==> src/rtl/man_pkg.sv <==
// Shared types and constants for the Manchester transmitter.
// Defines the transmit state encoding and the line/parity helper functions.
package man_pkg;

  typedef enum logic [2:0] {
    IDLE   = 3'd0,
    START  = 3'd1,
    DATA   = 3'd2,
    PARITY = 3'd3,
    GAP    = 3'd4
  } man_tx_state_t;

  localparam int   MAN_HALF_BIT_DEFAULT = 8;
  localparam logic MAN_START_BIT        = 1'b0;
  localparam logic MAN_IDLE_LEVEL       = 1'b0;

  // IEEE 802.3 convention: first half carries ~b, second half carries b.
  function automatic logic man_half_level(input logic b, input logic second_half);
    return second_half ? b : ~b;
  endfunction

  function automatic logic man_even_parity(input logic [7:0] d);
    return ^d;
  endfunction

endpackage

==> src/rtl/man_bit_timer.sv <==
// Half-bit counter and phase flag for the Manchester transmitter.
// Held cleared while disabled so every frame starts on a fresh half-bit.
module man_bit_timer #(
  parameter int HALF_BIT = 8
) (
  input  logic clk_32Mhz,
  input  logic rst,
  input  logic en,
  output logic phase,
  output logic half_tick,
  output logic bit_tick
);

  localparam int            CW   = (HALF_BIT > 1) ? $clog2(HALF_BIT) : 1;
  localparam logic [CW-1:0] LAST = CW'(HALF_BIT - 1);

  logic [CW-1:0] cnt_q, cnt_d;
  logic          phase_q, phase_d;

  assign half_tick = en && (cnt_q == LAST);
  assign bit_tick  = half_tick && phase_q;
  assign phase     = phase_q;

  // Next count/phase: clear when disabled, wrap and toggle phase on each half.
  always_comb begin
    cnt_d   = cnt_q;
    phase_d = phase_q;
    if (!en) begin
      cnt_d   = '0;
      phase_d = 1'b0;
    end else if (half_tick) begin
      cnt_d   = '0;
      phase_d = ~phase_q;
    end else begin
      cnt_d   = cnt_q + CW'(1);
      phase_d = phase_q;
    end
  end

  // Counter and phase registers.
  always_ff @(posedge clk_32Mhz or negedge rst) begin
    if (!rst) begin
      cnt_q   <= '0;
      phase_q <= 1'b0;
    end else begin
      cnt_q   <= cnt_d;
      phase_q <= phase_d;
    end
  end

endmodule

==> src/rtl/man_encoder_tx.sv <==
// Byte-serial Manchester transmitter: START, 8 data bits LSB first, optional
// even parity (define MAN_TX_PARITY_EN), then GAP_BITS idle-low bit periods.
module man_encoder_tx
  import man_pkg::*;
#(
  parameter int HALF_BIT = MAN_HALF_BIT_DEFAULT,
  parameter int GAP_BITS = 2
) (
  input  logic       clk_32Mhz,
  input  logic       rst,
  input  logic [7:0] tx_data,
  input  logic       tx_valid,
  output logic       tx_ready,
  output logic       encoded_data,
  output logic       tx_busy,
  output logic       tx_done
);

  localparam int GW = (GAP_BITS > 0) ? $clog2(GAP_BITS + 1) : 1;

  man_tx_state_t state_q, state_d;
  logic [7:0]    shift_q, shift_d;
  logic [2:0]    idx_q, idx_d;
  logic [GW-1:0] gap_q, gap_d;
  logic          encoded_q, encoded_d;
  logic          done_q, done_d;
`ifdef MAN_TX_PARITY_EN
  logic          parity_q, parity_d;
`endif

  logic phase;
  logic half_tick;
  logic bit_tick;
  logic unused_half_tick;
  logic accept;

  assign accept           = tx_valid && (state_q == IDLE);
  assign unused_half_tick = half_tick;

  man_bit_timer #(.HALF_BIT(HALF_BIT)) u_timer (
    .clk_32Mhz (clk_32Mhz),
    .rst       (rst),
    .en        (state_q != IDLE),
    .phase     (phase),
    .half_tick (half_tick),
    .bit_tick  (bit_tick)
  );

  // Next-state and line level; the line register lags the state by one cycle.
  always_comb begin
    state_d   = state_q;
    shift_d   = shift_q;
    idx_d     = idx_q;
    gap_d     = gap_q;
    encoded_d = MAN_IDLE_LEVEL;
`ifdef MAN_TX_PARITY_EN
    parity_d  = parity_q;
`endif
    case (state_q)
      IDLE: begin
        if (accept) begin
          state_d  = START;
          shift_d  = tx_data;
          idx_d    = 3'd0;
          gap_d    = '0;
`ifdef MAN_TX_PARITY_EN
          parity_d = man_even_parity(tx_data);
`endif
        end else begin
          state_d = IDLE;
        end
      end
      START: begin
        encoded_d = man_half_level(MAN_START_BIT, phase);
        if (bit_tick) begin
          state_d = DATA;
        end else begin
          state_d = START;
        end
      end
      DATA: begin
        encoded_d = man_half_level(shift_q[0], phase);
        if (bit_tick && (idx_q == 3'd7)) begin
`ifdef MAN_TX_PARITY_EN
          state_d = PARITY;
`else
          state_d = GAP;
`endif
        end else if (bit_tick) begin
          idx_d   = idx_q + 3'd1;
          shift_d = {1'b0, shift_q[7:1]};
        end else begin
          state_d = DATA;
        end
      end
`ifdef MAN_TX_PARITY_EN
      PARITY: begin
        encoded_d = man_half_level(parity_q, phase);
        if (bit_tick) begin
          state_d = GAP;
        end else begin
          state_d = PARITY;
        end
      end
`endif
      GAP: begin
        encoded_d = MAN_IDLE_LEVEL;
        // One extra cycle after the last gap tick lets the line's gap run in full.
        if (gap_q == GW'(GAP_BITS)) begin
          state_d = IDLE;
        end else if (bit_tick) begin
          gap_d = gap_q + GW'(1);
        end else begin
          state_d = GAP;
        end
      end
      default: begin
        state_d = IDLE;
      end
    endcase
    done_d = (state_q != IDLE) && (state_d == IDLE);
  end

  // State, datapath and registered outputs.
  always_ff @(posedge clk_32Mhz or negedge rst) begin
    if (!rst) begin
      state_q   <= IDLE;
      shift_q   <= 8'h00;
      idx_q     <= 3'd0;
      gap_q     <= '0;
      encoded_q <= MAN_IDLE_LEVEL;
      done_q    <= 1'b0;
`ifdef MAN_TX_PARITY_EN
      parity_q  <= 1'b0;
`endif
    end else begin
      state_q   <= state_d;
      shift_q   <= shift_d;
      idx_q     <= idx_d;
      gap_q     <= gap_d;
      encoded_q <= encoded_d;
      done_q    <= done_d;
`ifdef MAN_TX_PARITY_EN
      parity_q  <= parity_d;
`endif
    end
  end

  assign tx_ready     = (state_q == IDLE);
  assign tx_busy      = ~tx_ready;
  assign encoded_data = encoded_q;
  assign tx_done      = done_q;

endmodule
==> config.mk <==
export PLATFORM = sky130hd
export DESIGN_NAME = man_encoder_tx
export DESIGN_NICKNAME = d
export VERILOG_FILES = /design/src/rtl/man_pkg.sv /design/src/rtl/man_bit_timer.sv /design/src/rtl/man_encoder_tx.sv
export SDC_FILE = /design/constraint.sdc
export NUM_CORES = 1
export LEC_CHECK = 0
export BUFFER_PORTS_ARGS = -buffer_cell sky130_fd_sc_hd__buf_2
export CAP_MARGIN = 10
export CORE_MARGIN = 2
export CORE_UTILIZATION = 30
export CTS_BUF_LIST = sky130_fd_sc_hd__clkbuf_16
export DETAILED_ROUTE_END_ITERATION = 16
export GPL_TIMING_DRIVEN = 0
export PLACE_DENSITY = 0.51
export SLEW_MARGIN = 20
export SYNTH_ARGS = -nofsm -noshare
export SYNTH_HDL_FRONTEND = slang
export SYNTH_SLANG_ARGS = --single-unit
==> constraint.sdc <==
create_clock -name clk_32Mhz -period 3.6 [get_ports clk_32Mhz]
set_clock_uncertainty 0.1 [all_clocks]
set_input_delay 0.9 -clock clk_32Mhz [delete_from_list [all_inputs] [get_ports clk_32Mhz]]
set_output_delay 0.9 -clock clk_32Mhz [all_outputs]
set_load 0.005 [all_outputs]
==> summary.txt <==
VDD IR max = 0.315 mV
GPL Wtd Cong = 0.731
Die Area = 0.00436 mm2
Clock transition at path regs = 0.06 ns
Max Fclk = 0.391 GHz
Post-CTS Setup Bufs = 0
Post-route DRC = 0
Root Buffer = clkbuf_16
Yosys warnings = 0
Syn Nets = 107
Per-cell routed wire length = 12.9 um
CTS Buffer Depth = 2
Crit-path max FO = 10
Synth Cell Area = 0.00115 mm2
Design area = 0.00136 mm2
Ys flop type = dfrtp_1
Detailed-route via count = 738
Core area = 0.00369 mm2
EDFF count, synth = 0
Post-synth ARST share = 100%
Placed cell area = 0.00128 mm2
Reg2Reg Setup Slack = 1.54 ns
Post-route minimum period = 2.56 ns
Crit path required time = 2.60 ns
CP endpoint kind = output port
Total track usage = 10.9%
Pwr dens = 709 mW/mm2
Number of global-route vias before repair = 729
Initial drt markers = 16
Reg2reg end = shift_q[7]
CTS H-Tree Depth = 1
Most common cell in the netlist = dfrtp_1
Worst reg2reg path depth = 7
Fin nets = 126
Vias/cell = 4.70
Sequential share of the synthesized area = 47.7%
Post-cts repair resize count = 0
Hold_buf cts = 0
Antenna violations before repair = 0
Top cells by area, synth = dfrtp_1 48%, mux2_4 9.1%, mux2_2 7.8%, ha_1 5.4%, buf_6 2.9%
Outcome = finished clean
Worst path arrival time = 1.56 ns
Hold EP = u_timer.cnt_q[0]
Final worst-path cycle share = 71.1%
Global-route wire length before repair = 3.56 mm
Starting Density = 31.3%
CP Class = reg -> out
Layout cells sized above 1 = 40.4%
Power, Total = 0.966 mW
Slew headroom = 60.0%
Die Y = 66.0 um
Total Negative Setup Slacks = 0 ns
Synth area leader = dfrtp_1
P&R area growth vs syn = 18.1%
Num CTS Buffers = 3
HPWL after DPL = 1.52 mm
Final Hold Viols = 0
R2r startpoint = u_timer.cnt_q[0]
Most frequent cells after synthesis = 22 x dfrtp_1, 8 x mux2_2, 7 x mux2_4
Syn avg cell area = 12.7 um2
Router iterations before antenna repair = 3
Hold Slack = 0.346 ns
Port-buffer cells = 14
Slew of the pin with the lowest slew margin = 0.595 ns
Setup crit start kind = register
GRT overflow = 0
Post-route setup slack = 1.04 ns
Final setup fails = 0
Hold Path Class = reg -> reg
Synth top area share = 47.7%
Max cap viols = 0
Max-slew violations = 0
RSZ-0062 raised after global routing = no
WHS Path Cells = 1
FF+latch count, synth = 22
Die width = 66.0 um
FP Rows = 22
Worst-Skew Late Latency = 0.25 ns
I/O pin count = 15
CTS tree = built
Post-Route WL = 2.03 mm
Routed Antenna Nets = 0
Dpl ws = 1.29 ns
Clock Sinks = 22
Largest net degree at the start of global routing = 23
Static Leak = 0.601 nW
Synth cell types = 28
Hold Startpoint = u_timer.cnt_q[0]
Cell count after synthesis = 91
Diodes inserted = 0
-- where the power goes --
group	internal [mW]	total (mW)	switching (mW)
registers	0.354	0.411	0.0568
logic	0.187	0.327	0.140
clock network	0.148	0.229	0.0812
-- how the worst max path moves through the flow --
stage	cells after the start	endpoint	start
2_1_floorplan	3	tx_busy	state_q[2]
3_3_place_gp	3	tx_ready	state_q[2]
3_5_place_dp	3	tx_ready	state_q[2]
4_1_cts	3	tx_ready	state_q[2]
5_1_grt	4	tx_busy	state_q[2]
6_report	3	tx_ready	state_q[2]
-- routing by layer --
| metal | vias to the layer above | global-route usage (%) | share of wire [%] |
|---|---|---|---|
| met5 | - | 0 | 0 |
| li1 | 360 | - | - |
| met4 | 0 | 2.30 | 0.59 |
| met1 | 362 | 14.7 | 47 |
| met2 | 14 | 16.7 | 47 |
| met3 | 2 | 4.09 | 5.1 |
-- kinds of logic after synthesis --
group                      after synthesis  share of synthesized area [%]
xor gates and xnor gates                 1                          0.759
buffers and inverters                   10                           5.85
muxes                                   17                           18.6
DFF                                     22                           47.7
and+or+nand+nor                         25                           14.0
adders and majority gates                5                           5.42
AOI/OAI and AO/OA                       11                           7.69
-- area by class of cell --
class                           count  area, um2
Fill cell                         368       2320
Sequential cell                    22        551
Multi-Input combinational cell     59        537
Clock buffer                        3       75.1
Timing Repair Buffer               14       70.1
Tap cell                           48       60.1
Buffer                              5       48.8
Inverter                            5       18.8
Clock inverter                      1       3.75
-- sequential cells by signal, summed over array words and instances (netlist names) --
signal	cells
shift_q	8
tx_done	1
idx_q	3
state_q	3
u_timer.phase	1
encoded_data	1
gap_q	2
u_timer.cnt_q	3
-- cell usage in the layout, fill, tap and decap left out --
master     instances
buf_6              3
a2111oi_0          1
a31o_2             1
ha_1               5
xnor2_1            1
a31o_4             1
nor3b_1            3
clkinv_1           1
clkbuf_16          3
mux2i_1            2
nand3_1            4
nor4b_2            1
o2bb2ai_1          2
nor3_1             3
a22oi_1            1
a21oi_1            3
nor3b_4            1
and3_2             1
mux2_4             7
dfrtp_1           22
o21bai_1           1
nand2_1            1
nor2b_1            3
buf_4              2
nor2_1             6
inv_1              5
or3b_2             1
and2_4             1
buf_2             14
mux2_2             8
o22ai_1            1
-- critical path: stages (launching register included) --
cell	delay, ns
dfrtp_1	0.41
buf_6	0.16
nor3_1	0.52
buf_2	0.22
-- metrics by stage --
stage,util (%),cells
after detailed placement,34.8,153
after global placement,34.8,153
after CTS,37.0,157
after global routing,37.0,157
after floorplan,-,91
final,37.0,157
(Power assumes the default switching activity.)
